===== src/rtl/seq_signed_or_unsigned_mul_pkg.sv =====
// Shared types for the iterative signed/unsigned multiplier.
// Latency: not applicable (types and helpers only).
// Backpressure: not applicable.
package mul_pkg;

    // Controller states; the encoding is fixed so waveform decodes stay stable.
    typedef enum logic [1:0] {
        IDLE = 2'd0,
        BUSY = 2'd1,
        DONE = 2'd2
    } state_t;

    // The iteration counter must be able to hold 0..n.
    function automatic int cnt_width(input int n);
        return $clog2(n + 1);
    endfunction

endpackage


===== src/rtl/seq_signed_or_unsigned_mul_twos_abs.sv =====
// Conditional two's-complement magnitude of an n-bit operand.
// Latency: combinational.
// Backpressure: none, pure function of its inputs.
module twos_abs #(
    parameter int n = 8
) (
    input  logic [n-1:0] x,
    input  logic         en,
    output logic [n-1:0] mag
);

    // The most negative value maps onto 2^(n-1), which still fits as an
    // unsigned n-bit magnitude, so no extra bit is needed.
    assign mag = (en && x[n-1]) ? (~x + n'(1)) : x;

endmodule


===== src/rtl/seq_signed_or_unsigned_mul.sv =====
// Shift-add multiplier, n x n -> 2n bits, signed or unsigned per transaction.
// Latency: n cycles from the acceptance edge to down_valid; one product per n+2 cycles.
// Backpressure: up_ready only in IDLE; res/down_valid hold in DONE until down_ready.
module seq_signed_or_unsigned_mul
    import mul_pkg::*;
#(
    parameter int n = 8
) (
    input  logic           clk,
    input  logic           rst,
    input  logic           up_valid,
    output logic           up_ready,
    input  logic [n-1:0]   a,
    input  logic [n-1:0]   b,
    input  logic           signed_mul,
    output logic           down_valid,
    input  logic           down_ready,
    output logic [2*n-1:0] res
);

    localparam int CW = cnt_width(n);

    state_t           state;
    logic [2*n-1:0]   mcand;
    logic [2*n-1:0]   acc;
    logic [2*n-1:0]   acc_sum;
    logic [2*n-1:0]   acc_neg;
    logic [n-1:0]     mplier;
    logic [n-1:0]     a_mag;
    logic [n-1:0]     b_mag;
    logic             neg;
    logic             last_iter;
    logic [CW-1:0]    cnt;

    // Operands are reduced to magnitudes up front so the core loop is unsigned.
    twos_abs #(.n(n)) u_abs_a (
        .x   (a),
        .en  (signed_mul),
        .mag (a_mag)
    );

    twos_abs #(.n(n)) u_abs_b (
        .x   (b),
        .en  (signed_mul),
        .mag (b_mag)
    );

    // Handshake outputs depend on registered state only.
    assign up_ready   = (state == IDLE);
    assign down_valid = (state == DONE);

    // Single shared adder: the multiplicand is pre-shifted, so no bit index is needed.
    assign acc_sum   = acc + (mplier[0] ? mcand : '0);
    assign acc_neg   = ~acc_sum + (2*n)'(1);
    assign last_iter = (cnt == CW'(n - 1));

    // Controller and datapath; a reset at any point drops the transaction in flight.
    always_ff @(posedge clk or posedge rst) begin
        if (rst) begin
            state  <= IDLE;
            cnt    <= '0;
            acc    <= '0;
            mcand  <= '0;
            mplier <= '0;
            neg    <= 1'b0;
            res    <= '0;
        end else begin
            case (state)
                IDLE: begin
                    if (up_valid) begin
                        mcand  <= {{n{1'b0}}, a_mag};
                        mplier <= b_mag;
                        neg    <= signed_mul & (a[n-1] ^ b[n-1]);
                        acc    <= '0;
                        cnt    <= '0;
                        state  <= BUSY;
                    end
                end
                BUSY: begin
                    acc    <= acc_sum;
                    mcand  <= mcand << 1;
                    mplier <= mplier >> 1;
                    cnt    <= cnt + CW'(1);
                    if (last_iter) begin
                        // Negating a zero magnitude yields zero, so no negative zero.
                        res   <= neg ? acc_neg : acc_sum;
                        state <= DONE;
                    end
                end
                DONE: begin
                    if (down_ready) begin
                        state <= IDLE;
                    end
                end
                default: begin
                    state <= IDLE;
                end
            endcase
        end
    end

endmodule


===== config.mk =====
export PLATFORM = sky130hd
export DESIGN_NAME = seq_signed_or_unsigned_mul
export DESIGN_NICKNAME = d
export VERILOG_FILES = /design/src/rtl/seq_signed_or_unsigned_mul_pkg.sv /design/src/rtl/seq_signed_or_unsigned_mul_twos_abs.sv /design/src/rtl/seq_signed_or_unsigned_mul.sv
export SDC_FILE = /design/constraint.sdc
export NUM_CORES = 1
export LEC_CHECK = 0
export ABC_CLOCK_PERIOD_IN_PS = 8000
export BUFFER_PORTS_ARGS = -buffer_cell sky130_fd_sc_hd__buf_2
export CAP_MARGIN = 20
export CORE_UTILIZATION = 42
export CTS_CLUSTER_SIZE = 10
export DETAILED_ROUTE_END_ITERATION = 10
export HOLD_SLACK_MARGIN = 0.1
export PLACE_DENSITY_LB_ADDON = 0.25
export RECOVER_POWER = 50
export SYNTH_ARGS = -nofsm -noshare
export SYNTH_HDL_FRONTEND = slang
export SYNTH_SLANG_ARGS = --single-unit
export TNS_END_PERCENT = 20

===== constraint.sdc =====
create_clock -name clk -period 8 [get_ports clk]
set_input_delay 0.8 -clock clk [delete_from_list [all_inputs] [get_ports clk]]
set_output_delay 0.8 -clock clk [all_outputs]
set_load 0.03 [all_outputs]

* Word level (Yosys, flattened, before mapping)
Cells that the tools add are included.
** Operators by class
- Bitwise gates (word level) :: 5
- Eq/ne operators :: 6
- Add/sub/neg operators :: 5
- Mux-type cells :: 16
- Reduce and logical (&&, ||, !) cells :: 8
** Operator list (count)
- 2-to-1 mux 16 bit :: 4
- one-hot mux 16 bit (2 select lines) :: 2
- 2-to-1 mux 8 bit :: 3
- adder 16 x 1 -> 16 bit (second input constant) :: 1
- adder 16 bit :: 1
- adder 8 x 1 -> 8 bit (second input constant) :: 2
- NOT 16 bit :: 1
- NOT 8 bit :: 2
- one-hot mux 8 bit (2 select lines) :: 1
- one-hot mux 4 bit (2 select lines) :: 1
- 2-to-1 mux 2 bit :: 3
- one-hot mux 2 bit (3 select lines) :: 1
- AND reduction 2 bit :: 3
- adder 4 x 1 -> 4 bit (second input constant) :: 1
- == test 4 x 3 -> 1 bit (second input constant) :: 1
- 2-to-1 mux 4 bit :: 1
- inequality test 2 bit (second input constant) :: 2
- AND reduction 3 bit :: 1
- == test 2 x 1 -> 1 bit (second input constant) :: 1
- == test 2 bit (second input constant) :: 1
- logical AND 1 bit :: 2
- logical NOT 2 bit :: 1
- inequality test 2 x 1 -> 1 bit (second input constant) :: 1
- nonzero test 2 bit :: 1
- 2 further kinds :: 2
** Word-level totals
- Logic and storage cells :: 47
- Flip-flop bits (word level) :: 63
- Output and inout bits :: 18

* Longest topological paths before layout
- Depth in word-level cells :: 5
- Gate-level depth with buffers :: 12

* Hierarchy
A second synthesis with hierarchy kept.
** Unflattened totals
- Cell total of the unflattened synthesis :: 471
- Area total of the unflattened synthesis :: 4065.1 um^2
** Modules (own cells, without submodules)
- seq_signed_or_unsigned_mul :: area each 3757.4 um^2, instances 1, cells an instance 425
- twos_abs :: area each 153.9 um^2, instances 2, cells an instance 23

* Worst setup path before layout
Ideal clock, no wire load.
- Kind :: register -> register
- From :: register mplier[0]
- To :: register res[13]
- Setup time :: 0.125 ns
- Data required time :: 7.875 ns
- Cell stages (with the launch flop) :: 13
- Period minus slack after synthesis :: 3.536 ns
- Path buffers :: 1
- Setup slack :: 4.464 ns
- Data arrival time :: 3.411 ns
- Path through :: dfrtp_1 clkbuf_1 and2_1 ha_1 fa_1 xnor2_1 nand3_1 or4_1 or4_4 or3_4 o21ai_2 xnor2_1 mux2_4
** Between the ends
- Word-level cells in the longest chain between the ends :: 5
** Ends and longest elaborated chain
- from (decl) :: RTL line seq_signed_or_unsigned_mul.sv:28 : logic [n-1:0] mplier;
- from (signal assigned) :: RTL line seq_signed_or_unsigned_mul.sv:72 : mplier <= b_mag;
- from (signal assigned) :: RTL line seq_signed_or_unsigned_mul.sv:82 : mplier <= mplier >> 1;
- 2-to-1 mux 16 bit * :: RTL line seq_signed_or_unsigned_mul.sv:53 : assign acc_sum = acc + (mplier[0] ? mcand : '0);
- adder 16 bit * :: RTL line seq_signed_or_unsigned_mul.sv:53
- NOT 16 bit :: RTL line seq_signed_or_unsigned_mul.sv:54 : assign acc_neg = ~acc_sum + (2*n)'(1);
- adder 16 x 1 -> 16 bit :: RTL line seq_signed_or_unsigned_mul.sv:54
- 2-to-1 mux 16 bit * :: RTL line seq_signed_or_unsigned_mul.sv:86 : res <= neg ? acc_neg : acc_sum;
- to (signal assigned) :: RTL line seq_signed_or_unsigned_mul.sv:86
- to (decl) :: RTL line seq_signed_or_unsigned_mul.sv:18 : output logic [2*n-1:0] res
Every way passes the cells marked *; elsewhere a longest branch is shown, timed or not.
A chain may end at the register's enable or synchronous reset.

* Worst setup path after layout
- From :: register mplier[0]
- To :: register res[14]
The elaborated chain is that of the path after synthesis.

==> impl_metrics.csv <==
group,metric,value,unit
status,status,"finished with violations",
status,violations,"capacitance limit, slew limit",
routing,drtIter0Drc,192,
setup_path,worstPathRequired,8.19,ns
logic_synthesis,synth_commonest_cells,"dfrtp_1 (63), nand2_1 (63), o21ai_0 (53)",
timing,fmax,0.2603,GHz
timing,clock_skew,0.01422,ns
clock_tree,cts_made_buffers,9,
timing,hold_viol_final,0,
routing,drc,0,
floorplanning,die_h,99.36,microns
routing,wire_per_inst,14.65,microns
hold_path,hold_class,"reg2reg",
grt,track_usage,19.29,%
logic_synthesis,syn_avg_cell_area,8.731,sq um
timing,drv_slew,64,
grt,grt_pass1_vias,3233,
setup_path,startpoint_type,"flop",
clock_tree,cts_root_buf,"clkbuf_8",
timing,hold_slack,0.4770,ns
pwr,p_leak,2.075,nW
clock_tree,clk_latency,0.34,ns
routing,wl,8.836,mm
grt,grt_pass1_wl,15.20,mm
routing,via_per_inst,5.642,
timing,max_slew_margin,-129.3,%
flow_run,drv_cap,1,
clock_tree,cts_tree,"yes",
logic_synthesis,synth_edf_count,0,
finish,finalNonFillerCells,603,
setup_path,critPathMaxFanout,17,
pwr,power,1.937,mW
logic_synthesis,syn-num-nets,497,
floorplanning,initial_core_util,43.29,%
logic_synthesis,ys_seq_area_share,39.60,%
timing,setup_tns,0,ns
logic_synthesis,netlist_instances,456,
timing,setup_viol,0,
logic_synthesis,synthArstFlopShare,100.0,%
setup_path,arrival,4.03,ns
grt,antenna_found_initial,0,
floorplanning,core,0.009196,sq mm
finish,drive_gt1_share,13.01,%
floorplanning,die-area,0.009872,sq mm
floorplanning,top_level_ports,39,
timing,rsz0062_at_grt,"false",
clock_tree,cts_sinks,63,
place,dpl.hpwl,6.437,mm
logic_synthesis,synth_area_leaders,"dfrtp_1 (40%), o21ai_0 (6.7%), ha_1 (6.0%), nand2_1 (5.9%), xnor2_1 (5.1%)",
place,place.gp.congestion,0.8935,
finish,final_area,0.004452,sq mm
clock_tree,h-tree-depth,3,
clock_tree,hold_buffers,0,
clock_tree,ctsResizeCount,0,
routing,vias,3402,
logic_synthesis,synth_ff_type,"dfrtp_1",
logic_synthesis,synth_warnings,0,
timing,fin_crit_sh,48.01,%
clock_tree,clk_pin_slew,0.08,ns
grt,grt_max_degree,64,
routing,first_pass_iters,6,
floorplanning,die_w,99.36,microns
finish,antenna_cells,0,
pwr,peakVddDrop,126.4,uV
logic_synthesis,ys_types,53,
logic_synthesis,netlist.area_leader.share,39.60,%
place,placed_cells,587,
place,place_area,0.004259,sq mm
clock_tree,cts_setup_buffers,0,
routing,drtAntennaViolNets,0,
pwr,power_density,435.1,mW/mm^2
setup_path,crit_path_end_kind,"flop",
logic_synthesis,ys_seq_elements,63,
setup_path,critical_path_class,"reg2reg",
finish,syn2layout_area_growth,11.82,%
grt,grt.overflow.total,0,
floorplanning,rows,35,
finish,utilization,48.41,%
timing,fin_crit,3.841,ns
timing,layout_setup_ws,4.159,ns
logic_synthesis,syn_area,0.003981,sq mm
place,port_buffers,38,
logic_synthesis,yosysTopAreaCell,"dfrtp_1",
timing,tightest_slew,3.440,ns
finish,nets,528,
clock_tree,clockBufferDepth,2,
place,place_ws,4.220,ns
-- path summary, 6_finish.rpt --
check | start | to | slack, ns | cells after the start
max in group asynchronous | rst | res[11]$_DFFE_PP0P_ | 4.29 | 3
min in group asynchronous | rst | acc[0]$_DFFE_PP0P_ | 1.78 | 3
min reg2reg | res[11]$_DFFE_PP0P_ | res[11]$_DFFE_PP0P_ | 0.48 | 2
max reg2reg | mplier[0]$_DFFE_PP0P_ | res[14]$_DFFE_PP0P_ | 4.16 | 11
min | res[11]$_DFFE_PP0P_ | res[11]$_DFFE_PP0P_ | 0.48 | 2
max | mplier[0]$_DFFE_PP0P_ | res[14]$_DFFE_PP0P_ | 4.16 | 11
-- sequential cells by signal, summed over array words and instances (netlist names) --
name,count
mplier,8
res,16
state,2
neg,1
acc,16
mcand,16
cnt,4
-- worst max-delay path, cell delays in order, from the launching register on --
cell	delay, ns
dfrtp_1	0.56
and2_1	0.25
ha_1	0.21
fa_1	0.44
a211o_1	0.34
a211o_1	0.27
a211o_1	0.31
a21o_1	0.20
or4_1	0.58
o31ai_1	0.27
xor2_1	0.18
o21ai_1	0.07
-- area by class of cell --
type                       count  area, sq um
clock buffer                   9        123.9
clock inverter                 7        72.57
fill                         902         4745
inverter                      14        52.55
multi-input combinational    357         2271
sequential                    63         1577
tap                          111        138.9
timing repair buffer          42        216.5
-- power breakdown --
| group | total (mW) | internal (mW) | switching (mW) | leakage (nW) |
|---|---|---|---|---|
| clock network | 0.279 | 0.144 | 0.135 | 0.0956 |
| registers | 0.570 | 0.464 | 0.107 | 0.790 |
| logic | 1.09 | 0.415 | 0.673 | 1.19 |
-- cell families after synthesis --
family	after synthesis	share of synthesized area, %
buffers and inverters	36	3.425
DFF	63	39.60
xor gates and xnor gates	34	7.479
muxes	6	1.634
adders and majority gates	20	6.474
AOI/OAI and AO/OA	134	21.68
and+or+nand+nor	163	19.70
-- layer usage --
layer	vias up	part of all wire (%)	GRT usage (%)
met2	62	48	32.59
met3	12	3.0	2.881
met5	-	0	0
met4	0	1.4	7.014
li1	1695	-	-
met1	1633	47	25.13
-- layout by cell type (no fill, tap or decap), drive strengths merged, types with 15 or more instances in the layout --
| cell | n |
|---|---|
| dfrtp | 63 |
| buf | 41 |
| o21ai | 62 |
| nand3 | 23 |
| and2 | 18 |
| nand2 | 63 |
| ha | 19 |
| nor2 | 25 |
| xnor2 | 23 |
| inv | 15 |
(Power assumes the default switching activity.)
